===== config.mk =====
export PLATFORM = sky130hd
export DESIGN_NAME = oldland_mem_arbiter
export DESIGN_NICKNAME = d
export VERILOG_FILES = /design/src/rtl/oldland_mem_arbiter.sv
export SDC_FILE = /design/constraint.sdc
export NUM_CORES = 1
export LEC_CHECK = 0
export ABC_AREA = 1
export BUFFER_PORTS_ARGS = -buffer_cell sky130_fd_sc_hd__buf_4
export CAP_MARGIN = 0
export CORE_AREA = 5 5 106 108
export DETAILED_ROUTE_END_ITERATION = 10
export DIE_AREA = 0 0 111 113
export PLACE_DENSITY_LB_ADDON = 0.25
export SLEW_MARGIN = 0
export SYNTH_ARGS = -nofsm -noshare
export SYNTH_HDL_FRONTEND = slang
export SYNTH_SLANG_ARGS = --single-unit

===== constraint.sdc =====
create_clock -name clk -period 1.3 [get_ports clk]
set_clock_uncertainty 0.1 [all_clocks]
set_input_delay 0 -clock clk [delete_from_list [all_inputs] [get_ports clk]]
set_output_delay 0 -clock clk [all_outputs]
set_load 0.005 [all_outputs]

===== src/rtl/oldland_mem_arbiter.sv =====
`default_nettype none
// ============================================================================
// Module  : oldland_mem_arbiter
// Brief   : N-master to single-slave memory bus arbiter, round-robin or fixed
//           priority, with an optional bus timeout error.
// Revision: 1.0 - initial release
// ============================================================================
module oldland_mem_arbiter #(
    parameter int NUM_MASTERS    = 2,
    parameter int ADDR_WIDTH     = 30,
    parameter int DATA_WIDTH     = 32,
    parameter int ROUND_ROBIN    = 1,
    parameter int TIMEOUT_CYCLES = 0
) (
    input  logic                                   clk,
    input  logic                                   rst_n,
    input  logic [NUM_MASTERS-1:0]                 m_access,
    input  logic [NUM_MASTERS*ADDR_WIDTH-1:0]      m_addr,
    input  logic [NUM_MASTERS*(DATA_WIDTH/8)-1:0]  m_bytesel,
    input  logic [NUM_MASTERS-1:0]                 m_wr_en,
    input  logic [NUM_MASTERS*DATA_WIDTH-1:0]      m_wr_val,
    output logic [DATA_WIDTH-1:0]                  m_data,
    output logic [NUM_MASTERS-1:0]                 m_ack,
    output logic [NUM_MASTERS-1:0]                 m_error,
    output logic                                   s_access,
    output logic [ADDR_WIDTH-1:0]                  s_addr,
    output logic [DATA_WIDTH/8-1:0]                s_bytesel,
    output logic                                   s_wr_en,
    output logic [DATA_WIDTH-1:0]                  s_wr_val,
    input  logic [DATA_WIDTH-1:0]                  s_data,
    input  logic                                   s_ack,
    input  logic                                   s_error,
    output logic [NUM_MASTERS-1:0]                 grant
);

    localparam int c_BSEL_W = DATA_WIDTH / 8;
    localparam int c_IDX_W  = (NUM_MASTERS > 1) ? $clog2(NUM_MASTERS) : 1;
    localparam int c_CNT_W  = (TIMEOUT_CYCLES > 1) ? $clog2(TIMEOUT_CYCLES) : 1;
    localparam bit c_TO_EN  = (TIMEOUT_CYCLES > 0);
    localparam logic [c_IDX_W:0]   c_N        = (c_IDX_W+1)'(NUM_MASTERS);
    localparam logic [c_IDX_W-1:0] c_PTR_RST  = c_IDX_W'(NUM_MASTERS - 1);
    localparam logic [c_CNT_W-1:0] c_CNT_LAST = c_CNT_W'((TIMEOUT_CYCLES > 0) ? TIMEOUT_CYCLES - 1 : 0);

    typedef enum logic [0:0] {
        ST_IDLE = 1'b0,
        ST_BUSY = 1'b1
    } state_t;

    state_t                 r_state, w_next_state;
    logic [NUM_MASTERS-1:0] r_grant, w_next_grant;
    logic [c_IDX_W-1:0]     r_rr_ptr, w_next_ptr;
    logic [c_CNT_W-1:0]     r_count, w_next_count;

    logic [NUM_MASTERS-1:0] w_winner;
    logic [c_IDX_W-1:0]     w_winner_idx;
    logic [c_IDX_W-1:0]     w_cand;
    logic [c_IDX_W:0]       w_sum;
    logic                   w_found;
    logic                   w_busy;
    logic                   w_timeout;
    logic                   w_done;

    assign w_busy    = (r_state == ST_BUSY);
    assign w_timeout = c_TO_EN && w_busy && (r_count == c_CNT_LAST) && !s_ack && !s_error;
    assign w_done    = s_ack || s_error || w_timeout;

    // Candidate order: pointer+1 upward with wrap for round-robin, index order otherwise.
    always_comb begin
        w_found      = 1'b0;
        w_winner     = '0;
        w_winner_idx = '0;
        w_cand       = '0;
        w_sum        = '0;
        for (int k = 1; k <= NUM_MASTERS; k++) begin
            if (ROUND_ROBIN != 0) begin
                w_sum = {1'b0, r_rr_ptr} + (c_IDX_W+1)'(k);
                if (w_sum >= c_N) begin
                    w_sum = w_sum - c_N;
                end
                w_cand = w_sum[c_IDX_W-1:0];
            end else begin
                w_cand = c_IDX_W'(k - 1);
            end
            if (!w_found && m_access[w_cand]) begin
                w_found          = 1'b1;
                w_winner[w_cand] = 1'b1;
                w_winner_idx     = w_cand;
            end
        end
    end

    always_ff @(posedge clk) begin
        if (!rst_n) begin
            r_state  <= ST_IDLE;
            r_grant  <= '0;
            r_rr_ptr <= c_PTR_RST;
            r_count  <= '0;
        end else begin
            r_state  <= w_next_state;
            r_grant  <= w_next_grant;
            r_rr_ptr <= w_next_ptr;
            r_count  <= w_next_count;
        end
    end

    always_comb begin
        w_next_state = r_state;
        w_next_grant = r_grant;
        w_next_ptr   = r_rr_ptr;
        w_next_count = r_count;
        case (r_state)
            ST_IDLE: begin
                if (w_found) begin
                    w_next_state = ST_BUSY;
                    w_next_grant = w_winner;
                    w_next_ptr   = w_winner_idx;
                    w_next_count = '0;
                end
            end
            ST_BUSY: begin
                if (w_done) begin
                    w_next_state = ST_IDLE;
                    w_next_grant = '0;
                end else if (c_TO_EN) begin
                    w_next_count = r_count + c_CNT_W'(1);
                end
            end
            default: begin
                w_next_state = ST_IDLE;
                w_next_grant = '0;
            end
        endcase
    end

    // Grant is one-hot (or zero), so OR-ing masked slices forms the mux.
    always_comb begin
        s_addr    = '0;
        s_bytesel = '0;
        s_wr_en   = 1'b0;
        s_wr_val  = '0;
        for (int i = 0; i < NUM_MASTERS; i++) begin
            if (r_grant[i]) begin
                s_addr    = s_addr    | m_addr[i*ADDR_WIDTH +: ADDR_WIDTH];
                s_bytesel = s_bytesel | m_bytesel[i*c_BSEL_W +: c_BSEL_W];
                s_wr_en   = s_wr_en   | m_wr_en[i];
                s_wr_val  = s_wr_val  | m_wr_val[i*DATA_WIDTH +: DATA_WIDTH];
            end
        end
    end

    assign s_access = w_busy;
    assign grant    = r_grant;
    assign m_data   = s_data;
    assign m_ack    = w_busy ? (r_grant & {NUM_MASTERS{s_ack}}) : '0;
    assign m_error  = w_busy ? (r_grant & {NUM_MASTERS{s_error || w_timeout}}) : '0;

endmodule
`default_nettype wire


Word-level counts from Yosys, hierarchy flattened
Cells that the tools add are included.
{"block": "totals", "register_bits": 4, "latch_bits": 0, "ramBits": 0, "romBits": 0, "inputBits": 172, "output_inout_bits": 106, "elab_cells": 62, "memories": 0}
{"block": "classes", "add_sub_neg": 4, "multipliers": 0, "div": 0, "order_cmp": 6, "eq_ne": 2, "shifts": 0, "muxes": 32, "bitwise": 8, "n_reduce_logical": 7}
{"cell": "$mux 32", "count": 2}
{"cell": "$mux 30", "count": 2}
{"cell": "$or 32x32->32", "count": 1}
{"cell": "$or 30x30->30", "count": 1}
{"cell": "$mux 1", "count": 16}
{"cell": "$mux 2", "count": 6}
{"cell": "$mux 4", "count": 2}
{"cell": "$and 2x2->2", "count": 2}
{"cell": "$ge 2x2->1 const B", "count": 2}
{"cell": "$lt 1x2->1 const B", "count": 2}
{"cell": "$or 4x4->4", "count": 1}
{"cell": "$pmux 2 s2", "count": 1}
{"cell": "$reduce_and 2->1", "count": 2}
{"cell": "$logic_and 1x1->1", "count": 3}
{"cell": "$add 1x1->2 const B", "count": 1}
{"cell": "$add 1x2->2 const B", "count": 1}
{"cell": "$demux 1 s1", "count": 2}
{"cell": "$ge 1x1->1 const B", "count": 2}
{"cell": "$ne 2x1->1 const B", "count": 1}
{"cell": "$ne 2x2->1 const B", "count": 1}
{"cell": "$or 2x2->2", "count": 1}
{"cell": "$pmux 1 s2", "count": 1}
{"cell": "$sub 1x1->1 const B", "count": 2}
{"cell": "$logic_not 1->1", "count": 1}
{"cell": "3 further kinds", "count": 3}

Logic depth before layout (Yosys ltp)
{"block": "logic_depth", "depth_word": 12, "depth_mapped": 4, "ltp_nobuf": 4}

Worst setup path after synthesis
No wires, ideal clock.
{"block": "synth_timing", "kind": "reg2reg", "startpoint": "register r_state (netlist: s_access)", "endpoint": "register r_grant[1] (netlist: grant[1])", "setup_ns": 0.070, "t_arrival_ns": 0.818, "t_required_ns": 1.130, "slack_ns": 0.312, "path_stages_with_launch": 5, "path_buffers": 0, "period_less_slack_ns": 0.988, "cell_sequence": "dfxtp_1 -> inv_1 -> o21ai_0 -> nand3_1 -> a21oi_1"}
{"block": "synth_via", "elab_chain_cells": 3, "elab_cells_between_ends": 5, "cone_classes": "eq/ne: 2; mux: 1; bitwise: 1; reduce/logical: 1"}
{"element": "start: declaration", "line_no": "49", "source": "state_t r_state, w_next_state;"}
{"element": "start signal: assignment", "line_no": "99", "source": "r_state <= w_next_state;"}
{"element": "$not 1->1"}
{"element": "$ne 2x2->1 (no line)"}
{"element": "$reduce_and 2->1 (no line)"}
{"element": "end signal: assignment", "line_no": "100", "source": "r_grant <= w_next_grant;"}
{"element": "end: declaration", "line_no": "50", "source": "logic [NUM_MASTERS-1:0] r_grant, w_next_grant;"}
Parallel ways exist; a longest one is shown, timed or not.
A chain may end at the register's enable or synchronous reset.

Worst setup path after layout
{"block": "layout_timing", "startpoint": "register r_grant[0] (netlist: grant[0])", "endpoint": "output port s_wr_val[28]"}
{"block": "layout_via", "elab_chain_cells": 3}
{"element": "$mux 32 (*)", "line_no": "142", "source": "if (r_grant[i]) begin"}
{"element": "$or 32x32->32", "line_no": "146", "source": "s_wr_val = s_wr_val | m_wr_val[i*DATA_WIDTH +: DATA_WIDTH];"}
{"element": "$mux 32 (*)", "line_no": "142"}
{"element": "end: declaration", "line_no": "29", "source": "output logic [DATA_WIDTH-1:0] s_wr_val,"}
Every way passes the cells marked *; elsewhere a longest branch is shown, timed or not.

==> results.json <==
{
  "min_from": "m_access[0]",
  "setup_viol": 0,
  "grt_overflow": 0,
  "grt_pass1_wl_mm": 10.5,
  "placed_area_sq_um": 2660,
  "cp_top_family": "flip-flops",
  "final_nets": 528,
  "final_cell_area_sq_um": 3040,
  "fin_crit_ns": 1.26,
  "status": "completed",
  "grt_antenna_before_repair": 0,
  "finalCritPeriodShare_pct": 96.7,
  "die_area_sq_um": 12500,
  "max_stage_delay_ns": 0.38,
  "clkPwrFrac_pct": 17.6,
  "insertedDiodeCount": 0,
  "cts_tree": "done",
  "drv_slew": 0,
  "cts_buffer_depth": 2,
  "ctsHtreeMaxLevel": 1,
  "post_cts_buffers": 0,
  "required_ns": 1.20,
  "cts_root_buffer": "clkbuf_8",
  "r2r_slack_ns": 0.23,
  "areaGrowthSynthToFinish_pct": 167,
  "insertion_delay_ns": 0.21,
  "layout_commonest_cell": "buf_4",
  "first_global_vias": 1974,
  "sw_frac_of_total_pct": 29.1,
  "worst_pin_slew_ns": 0.233,
  "worst_ir_drop_vdd_uv": 513,
  "seqPwrFrac_pct": 10.6,
  "start_kind": "flip-flop",
  "rsz0062_at_grt": "no",
  "cts.sinks": 4,
  "worst_path_max_delay_cell": "dfxtp_4",
  "io_buffer_count": 213,
  "crit_type": "flip-flop to primary output",
  "end_kind": "primary output",
  "worst-path-buf-inv": 2,
  "power-per-cell-area_nw_per_um2": 479,
  "row_count": 37,
  "die-width_um": 111,
  "track_usage_pct": 9.97,
  "ys_seq_area_share_pct": 7.02,
  "fillCellCount": 1053,
  "gp_congestion": 0.797,
  "fmax_mhz": 796,
  "mostFrequentLayoutCells": "215 x buf_4, 67 x a22o_1, 34 x dlygate4sd3_1",
  "slew_headroom_pct": 84.3,
  "dpl.hpwl_mm": 5.78,
  "core_sq_um": 10100,
  "p_total_mw": 1.46,
  "io_pins": 278,
  "drt_iter0_drc": 69,
  "antenna_left": 0,
  "setup_tns_ns": 0,
  "hold_depth": 4,
  "synth_cell_type_count": 13,
  "r2r_start": "s_access",
  "p_leak_nw": 1.60,
  "final-hold-violation-count": 0,
  "final_util_pct": 30.0,
  "yosys_warnings": 0,
  "drc": 0,
  "vias": 1964,
  "r2r_cells": 4,
  "syn_area_sq_um": 1140,
  "hold_path_end": "grant[1]",
  "first_pass_iters": 4,
  "cts_made_buffers": 3,
  "drv_cap": 0,
  "p_sw_uw": 424,
  "crit_arrival_ns": 1.16,
  "grt_max_degree": 31,
  "final_layout_size_suffix_gt1_share_pct": 63.3,
  "dpl.cell_count": 453,
  "wl_per_cell_um": 15.0,
  "start_util_pct": 11.3,
  "path_cells": "buf_12, a22o_1, buf_4",
  "die_h_um": 113,
  "p_comb_share_pct": 71.8,
  "vias_per_cell": 4.01,
  "synthCells": 146,
  "drt_wl_total_mm": 7.34,
  "clk_pin_slew_ns": 0.03,
  "crit_fanout": 30,
  "syn_nets": 318,
  "intPower_mw": 1.03,
  "synth-seq-cells": 4,
  "synth.avg_cell_area_sq_um": 7.82,
  "hp-class": "input pin to flip-flop",
  "rr_endpoint": "grant[0]",
  "fin_cells": 490
}
## power groups by stage
stage	registers [mW]	logic (mW)	clock network, mW
after CTS	0.156	1.06	0.260
after floorplan	0.142	0.400	0
after detailed placement	0.159	0.961	0
final	0.154	1.05	0.256
after global routing	0.158	1.12	0.276
after global placement	0.157	0.960	0
## metal layers
layer	wire, um	vias up	track usage (%)	share of wire (%)
met1	2480	880	10.0	34
met4	0	0	0.493	0
met5	0	-	0	0
li1	-	950	-	-
met3	749	0	3.90	10
met2	4120	134	20.2	56
## kinds of logic (layout without fill, tap and decap cells)
family | count (synthesis) | after routing | synth area share (%)
compound gates | 73 | 73 | 54.3
buf+inv | 56 | 264 | 33.4
simple gates | 13 | 13 | 5.26
flops | 4 | 4 | 7.02
## worst register-to-register path, stage by stage, from the launching register on
cell and delay [ns]:
dfxtp_1 0.38, inv_1 0.13, o21ai_1 0.15, nand3_1 0.11, a21oi_1 0.13
## metrics by stage
stage	worst slack, ns	hold WS [ns]
floorplan	0.312	-0.0192
global route	0.00791	0.0379
finish	0.0431	0.00148
CTS	0.0341	0.00130
global placement	0.218	-0.100
detailed placement	0.202	-0.100
## state kept, by name, indices dropped and copies added (netlist names)
register	cells
r_rr_ptr	1
s_access	1
grant	2
## repair_timing
| action | in CTS | in global routing |
|---|---|---|
| endpoints found under the setup margin | 2 | 1 |
| hold buffers | 34 | 0 |
| gates cloned | 0 | 0 |
| hold endpoints to repair | 36 | 0 |
| resized for setup | 2 | 1 |
## cells in the mapped netlist
master     n  area, sq um
nand3_1    5         25.0
nand2_1    3         11.3
nor3_1     4         20.0
buf_6      5         56.3
nor2_1     1         3.75
o211ai_1   1         7.51
buf_2     11         55.1
a21oi_1    3         15.0
inv_1      8         30.0
o21ai_0    2         10.0
buf_4     32          240
a22o_1    67          587
dfxtp_1    4         80.1
## worst max path at each step
stage                         from      endpoint  slack [ns]  cells after the start
after floorplan           s_access      grant[1]        0.31                      4
after global placement    grant[1]  s_wr_val[28]        0.22                      3
after detailed placement  grant[0]  s_wr_val[28]        0.20                      3
after CTS                 grant[0]  s_wr_val[28]        0.03                      3
after global routing      grant[0]  s_wr_val[28]       0.008                      3
final                     grant[0]  s_wr_val[28]        0.04                      3
## area by class of cell
class                      instances  area, sq um  share of cell area, %
tap                              136          170                   5.59
sequential                         4         87.6                   2.88
timing repair buffer             253         2030                   66.9
inverter                           8         30.0                  0.987
clock buffer                       3         41.3                   1.36
multi-input combinational         86          679                   22.3
(Power assumes the default switching activity.)
